--- src/rtl/tlul_host_arb.sv ---
// Two-host TL-UL arbiter: shares one device port between host 0 (IFU) and host 1 (LSU).
// Round-robin A-channel grant with locking, in-order host-ID FIFO for response routing.

package tlul_pkg;

    typedef struct packed {
        logic        a_valid;
        logic [2:0]  a_opcode;
        logic [2:0]  a_param;
        logic [1:0]  a_size;
        logic [7:0]  a_source;
        logic [31:0] a_address;
        logic [3:0]  a_mask;
        logic [31:0] a_data;
        logic        d_ready;
    } tl_h2d_t;

    typedef struct packed {
        logic        d_valid;
        logic [2:0]  d_opcode;
        logic [2:0]  d_param;
        logic [1:0]  d_size;
        logic [7:0]  d_source;
        logic        d_sink;
        logic [31:0] d_data;
        logic        d_error;
        logic        a_ready;
    } tl_d2h_t;

endpackage

module tlul_host_arb
    import tlul_pkg::*;
#(
    parameter int unsigned MaxOutstanding = 2,
    parameter int unsigned CntW           = $clog2(MaxOutstanding + 1)
) (
    input  logic            clock,
    input  logic            reset,
    input  tl_h2d_t         tl_h0_i,
    output tl_d2h_t         tl_h0_o,
    input  tl_h2d_t         tl_h1_i,
    output tl_d2h_t         tl_h1_o,
    output tl_h2d_t         tl_dev_o,
    input  tl_d2h_t         tl_dev_i,
    output logic [CntW-1:0] outstanding_o,
    output logic            unexp_rsp_o
);

    localparam int unsigned PtrW = (MaxOutstanding > 1) ? $clog2(MaxOutstanding) : 1;

    // Host-ID FIFO (0 = host 0, 1 = host 1) and tracking state
    logic [MaxOutstanding-1:0] fifo_q, fifo_d;
    logic [PtrW-1:0]           wr_ptr_q, wr_ptr_d;
    logic [PtrW-1:0]           rd_ptr_q, rd_ptr_d;
    logic [CntW-1:0]           cnt_q, cnt_d;
    logic                      lock_q, lock_d;
    logic                      lock_host_q, lock_host_d;
    logic                      last_winner_q, last_winner_d;
    logic                      unexp_q, unexp_d;

    logic    full, empty;
    logic    gnt;
    tl_h2d_t gnt_req;
    logic    a_open;
    logic    dev_a_valid, a_hs;
    logic    head, head_d_ready;
    logic    dev_d_ready, d_hs;
    logic    stray;

    function automatic logic [PtrW-1:0] ptr_inc(input logic [PtrW-1:0] p);
        return (p == PtrW'(MaxOutstanding - 1)) ? '0 : p + 1'b1;
    endfunction

    assign full  = (cnt_q == CntW'(MaxOutstanding));
    assign empty = (cnt_q == '0);

    // Grant selection: locked host first, else single requester, else the non-last winner
    always_comb begin
        gnt = ~last_winner_q;
        if (lock_q) begin
            gnt = lock_host_q;
        end else if (tl_h0_i.a_valid && !tl_h1_i.a_valid) begin
            gnt = 1'b0;
        end else if (!tl_h0_i.a_valid && tl_h1_i.a_valid) begin
            gnt = 1'b1;
        end
    end

    assign gnt_req     = gnt ? tl_h1_i : tl_h0_i;
    // A channel is closed while full or held in reset
    assign a_open      = !full && !reset;
    assign dev_a_valid = a_open && gnt_req.a_valid;
    assign a_hs        = dev_a_valid && tl_dev_i.a_ready;

    assign head         = fifo_q[rd_ptr_q];
    assign head_d_ready = head ? tl_h1_i.d_ready : tl_h0_i.d_ready;
    // With nothing outstanding, accept and drop anything the device sends
    assign dev_d_ready  = reset ? 1'b0 : (empty ? 1'b1 : head_d_ready);
    assign d_hs         = !empty && tl_dev_i.d_valid && dev_d_ready;
    assign stray        = empty && tl_dev_i.d_valid && !reset;

    // Output muxing: device sees the granted host, D channel goes to the FIFO head
    always_comb begin
        tl_dev_o         = gnt_req;
        tl_dev_o.a_valid = dev_a_valid;
        tl_dev_o.d_ready = dev_d_ready;

        tl_h0_o          = tl_dev_i;
        tl_h0_o.a_ready  = a_open && !gnt && tl_dev_i.a_ready;
        tl_h0_o.d_valid  = !reset && !empty && !head && tl_dev_i.d_valid;

        tl_h1_o          = tl_dev_i;
        tl_h1_o.a_ready  = a_open && gnt && tl_dev_i.a_ready;
        tl_h1_o.d_valid  = !reset && !empty && head && tl_dev_i.d_valid;
    end

    // Next-state for FIFO, counter, grant lock and sticky error
    always_comb begin
        fifo_d        = fifo_q;
        wr_ptr_d      = wr_ptr_q;
        rd_ptr_d      = rd_ptr_q;
        cnt_d         = cnt_q;
        lock_d        = lock_q;
        lock_host_d   = lock_host_q;
        last_winner_d = last_winner_q;
        unexp_d       = unexp_q | stray;

        if (a_hs) begin
            fifo_d[wr_ptr_q] = gnt;
            wr_ptr_d         = ptr_inc(wr_ptr_q);
            last_winner_d    = gnt;
            lock_d           = 1'b0;
        end else if (dev_a_valid && !tl_dev_i.a_ready) begin
            // Hold the grant so the presented request stays stable until accepted
            lock_d      = 1'b1;
            lock_host_d = gnt;
        end

        if (d_hs) begin
            rd_ptr_d = ptr_inc(rd_ptr_q);
        end

        case ({a_hs, d_hs})
            2'b10:   cnt_d = cnt_q + 1'b1;
            2'b01:   cnt_d = cnt_q - 1'b1;
            default: cnt_d = cnt_q;
        endcase
    end

    // State registers; host 0 wins the first tie after reset
    always_ff @(posedge clock or posedge reset) begin
        if (reset) begin
            fifo_q        <= '0;
            wr_ptr_q      <= '0;
            rd_ptr_q      <= '0;
            cnt_q         <= '0;
            lock_q        <= 1'b0;
            lock_host_q   <= 1'b0;
            last_winner_q <= 1'b1;
            unexp_q       <= 1'b0;
        end else begin
            fifo_q        <= fifo_d;
            wr_ptr_q      <= wr_ptr_d;
            rd_ptr_q      <= rd_ptr_d;
            cnt_q         <= cnt_d;
            lock_q        <= lock_d;
            lock_host_q   <= lock_host_d;
            last_winner_q <= last_winner_d;
            unexp_q       <= unexp_d;
        end
    end

    assign outstanding_o = cnt_q;
    assign unexp_rsp_o   = unexp_q;

endmodule
--- config.mk ---
export PLATFORM = sky130hd
export DESIGN_NAME = tlul_host_arb
export DESIGN_NICKNAME = d
export VERILOG_FILES = /design/src/rtl/tlul_host_arb.sv
export SDC_FILE = /design/constraint.sdc
export NUM_CORES = 1
export LEC_CHECK = 0
export ABC_AREA = 1
export CORE_AREA = 5 5 162 164
export DETAILED_ROUTE_END_ITERATION = 16
export DIE_AREA = 0 0 167 169
export GPL_ROUTABILITY_DRIVEN = 1
export PLACE_DENSITY_LB_ADDON = 0.2
export RECOVER_POWER = 100
export SYNTH_ARGS = -nofsm -noshare
export SYNTH_HDL_FRONTEND = slang
export SYNTH_SLANG_ARGS = --single-unit
--- constraint.sdc ---
create_clock -name clock -period 3 [get_ports clock]
set_input_delay 0.6 -clock clock [delete_from_list [all_inputs] [get_ports clock]]
set_output_delay 0.6 -clock clock [all_outputs]
set_load 0.02 [all_outputs]
==> impl_metrics.toml <==
[outcome]
run_status = "complete, no violations"

[global_route]
met2_usage_pct = 15.11
grt.total_usage_pct = 7.964
busiest_layer = "met2"
grt_pass1_wl_um = 18110
use_met3_pct = 4.227
grt_overflow = 0
grt_max_degree = 47
grt_pass1_vias = 3255
antenna_found_initial = 1
met1_usage_pct = 7.172

[synthesis]
ys_ff_latch = 10
synth-simple-area-share_pct = 46.82
netlist_area_um2 = 2421
postSynthAreaPerCell_um2 = 5.441
synth_fa_ha_area_share_pct = 0.5168
synth_cell_types = 23
synth_compound_area_share_pct = 2.532
synth_fp_nets = 672
ys_seq_area_share_pct = 10.39
syn_inst = 445
yosysWarnings = 0
synth_top_family_by_area = "simple AND/OR/NAND/NOR gates"
synth.area.mux_share_pct = 0
synth_xor_area_share_pct = 1.085

[cts]
cts_buffer_depth = 2
path_clk_slew_ps = 40
clk_latency_ps = 230
numCtsBuffers = 3
cts_root_buf = "clkbuf_16"
htreeDepth = 1
cts_sinks = 10
cts_tree = "done"

[layout]
layout.cells.non_filler = 944
drive_above_1_share_pct = 15.31
final_core_util_pct = 18.77
fin_nets = 842
area_growth_syn_to_layout_pct = 91.89
antenna_cells = 0

[timing]
maxSlewHeadroom_pct = 70.54
drv_slew = 0
rsz0062_at_grt = "true"
skew_ps = 1.149
period_share_pct = 95.91
clock.fmax_ghz = 0.3476
tightest_slew_ps = 441.8
min_period_ps = 2877
finalHoldViolCount = 0
setup_viol = 0
setup-tns-final_ps = 0

[setup_path]
crit_type = "input pin to primary output"
r2r_slack_ps = 850
startpoint_type = "input pin"
critical_path_required_ps = 2400
r2r_start = "lock_q"
arrival_ps = 2280
crit_fanout = 20
end_kind = "primary output"
r2r-end = "outstanding_o[1]"
worstRegToRegCells = 12

[placement]
hpwlAfterDp_um = 10880
place_congestion = 0.8350
dp_cells = 938
port_buffers = 268

[routing]
drt-initial-drc-count = 67
ant_nets = 0
via_per_inst = 3.285
route.detailed.drc = 0
drt-wirelength-per-cell_um = 13.89
dr.pass1.iters = 4
vias = 3101
wirelength_um = 13120

[die]
rows = 58
core_um2 = 24750
design.die.area_um2 = 28220
boundaryPins = 419
die_h_um = 169
start_util_pct = 9.784
fp.dieW_um = 167

[power_and_ir_drop]
power_density_nw_per_um2 = 862.6
p_leak_nw = 2.313
peakVddDrop_mv = 0.2672

[run]
drv_cap = 0

[worst_hold_path]
hold_end = "unexp_rsp_o"
worstHoldPathCells = 1
min_path_type = "register to register"
min_from = "unexp_rsp_o"
worst max-delay path by stage:
stage | startpoint | to | slack, ps | cells past startpoint
2_1_floorplan | tl_h0_i[85] | tl_h0_o[0] | 950 | 9
3_3_place_gp | tl_h0_i[85] | tl_dev_o[83] | -270 | 11
3_5_place_dp | tl_h0_i[85] | tl_dev_o[83] | -270 | 11
4_1_cts | tl_h0_i[85] | tl_dev_o[83] | 7 | 11
5_1_grt | tl_h0_i[85] | tl_h1_o[0] | -30 | 8
6_report | tl_h0_i[85] | tl_dev_o[46] | 120 | 11
synth_stat cells:
library cell	n	area (um2)
ha_1	1	12.51
o21a_1	1	7.510
o21ai_0	2	10.01
nand2_2	3	18.77
buf_2	10	50.05
buf_6	4	45.04
nand2_1	273	1025
dfrtp_1	9	225.2
a21oi_2	1	8.760
inv_1	10	37.54
nand3_1	2	10.01
a21oi_1	2	10.01
nand4_1	3	18.77
xor2_1	2	17.52
xnor2_1	1	8.760
dfstp_2	1	26.28
buf_4	106	795.8
inv_2	2	7.510
nor2_1	5	18.77
nand2_4	2	22.52
nand3_2	2	20.02
o21bai_1	1	7.510
o21ai_2	2	17.52
report_power, final:
group	leakage, nW	total (W)	internal (W)	switching (W)
sequential	0.117	0.000256	0.000203	0.0000530
clock	0.0442	0.000257	0.000200	0.0000567
combinational	2.15	0.00349	0.00134	0.00215
total	2.31	0.00401	0.00174	0.00226
flip-flops by register name, indices dropped and copies added (netlist names):
signal	count
wr_ptr_q	1
lock_q	1
lock_host_q	1
rd_ptr_q	1
last_winner_q	1
unexp_rsp_o	1
outstanding_o	2
fifo_q	2
layout make-up:
| cell class | instances | area, um2 |
|---|---|---|
| clock buffers | 4 | 88.84 |
| fillers | 2832 | 20100 |
| inverters | 12 | 50.05 |
| multi-input cells | 303 | 1234 |
| flip-flops and latches | 10 | 251.5 |
| well taps | 330 | 412.9 |
| repair buffers | 285 | 2609 |
cell families after synthesis:
| kind of cell | count (synthesis) |
|---|---|
| compound gates | 9 |
| buf+inv | 132 |
| simple gates | 290 |
| flops | 10 |
| xor+xnor | 3 |
| fa+ha+maj | 1 |
timing repair:
action / in CTS / in global routing
gates resized for setup: 90 / 145
pin swaps: 0 / 0
cloned: 0 / 2
setup buffers: 0 / 0
setup endpoints to repair: 87 / 84
hold buffers: 0 / 0
cells in the final DEF (no fill, tap or decap), drive strengths merged, types with 5 or more instances in the layout:
cell	netlist	routed
nand2	278	278
clkdlybuf4s50	0	176
clkbuf	0	68
clkdlybuf4s15	0	20
buf	120	14
inv	12	12
dfrtp	9	9
dlygate4sd2	0	6
nor2	5	5
per-stage QoR:
stage	hold slack [ps]	cell area [um2]	total power (W)	setup slack, ps
detailed placement	465.1	4801	0.004172	-265.8
global placement	464.8	4801	0.004223	-269.3
floorplan	436.6	2421	0.002462	954.9
CTS	474.2	4790	0.004028	6.506
finish	460.8	4646	0.004007	122.7
global route	492.2	4646	0.004374	-27.30
worst max-delay path: stages:
cell	delay, ps
clkdlybuf4s50_1	520
inv_1	50
nand2_1	50
nand2_1	50
nand2_1	110
nand2_4	130
inv_6	130
buf_12	170
nand2_1	60
nand2_1	50
dlygate4sd2_1	320
routing by layer:
metal,wire length [um],share of wire [%]
met1,4374,33
met2,6446,49
met3,1852,14
met4,427,3.3
met5,13,0.099
No activity file was read; power rests on OpenSTA's default activity.
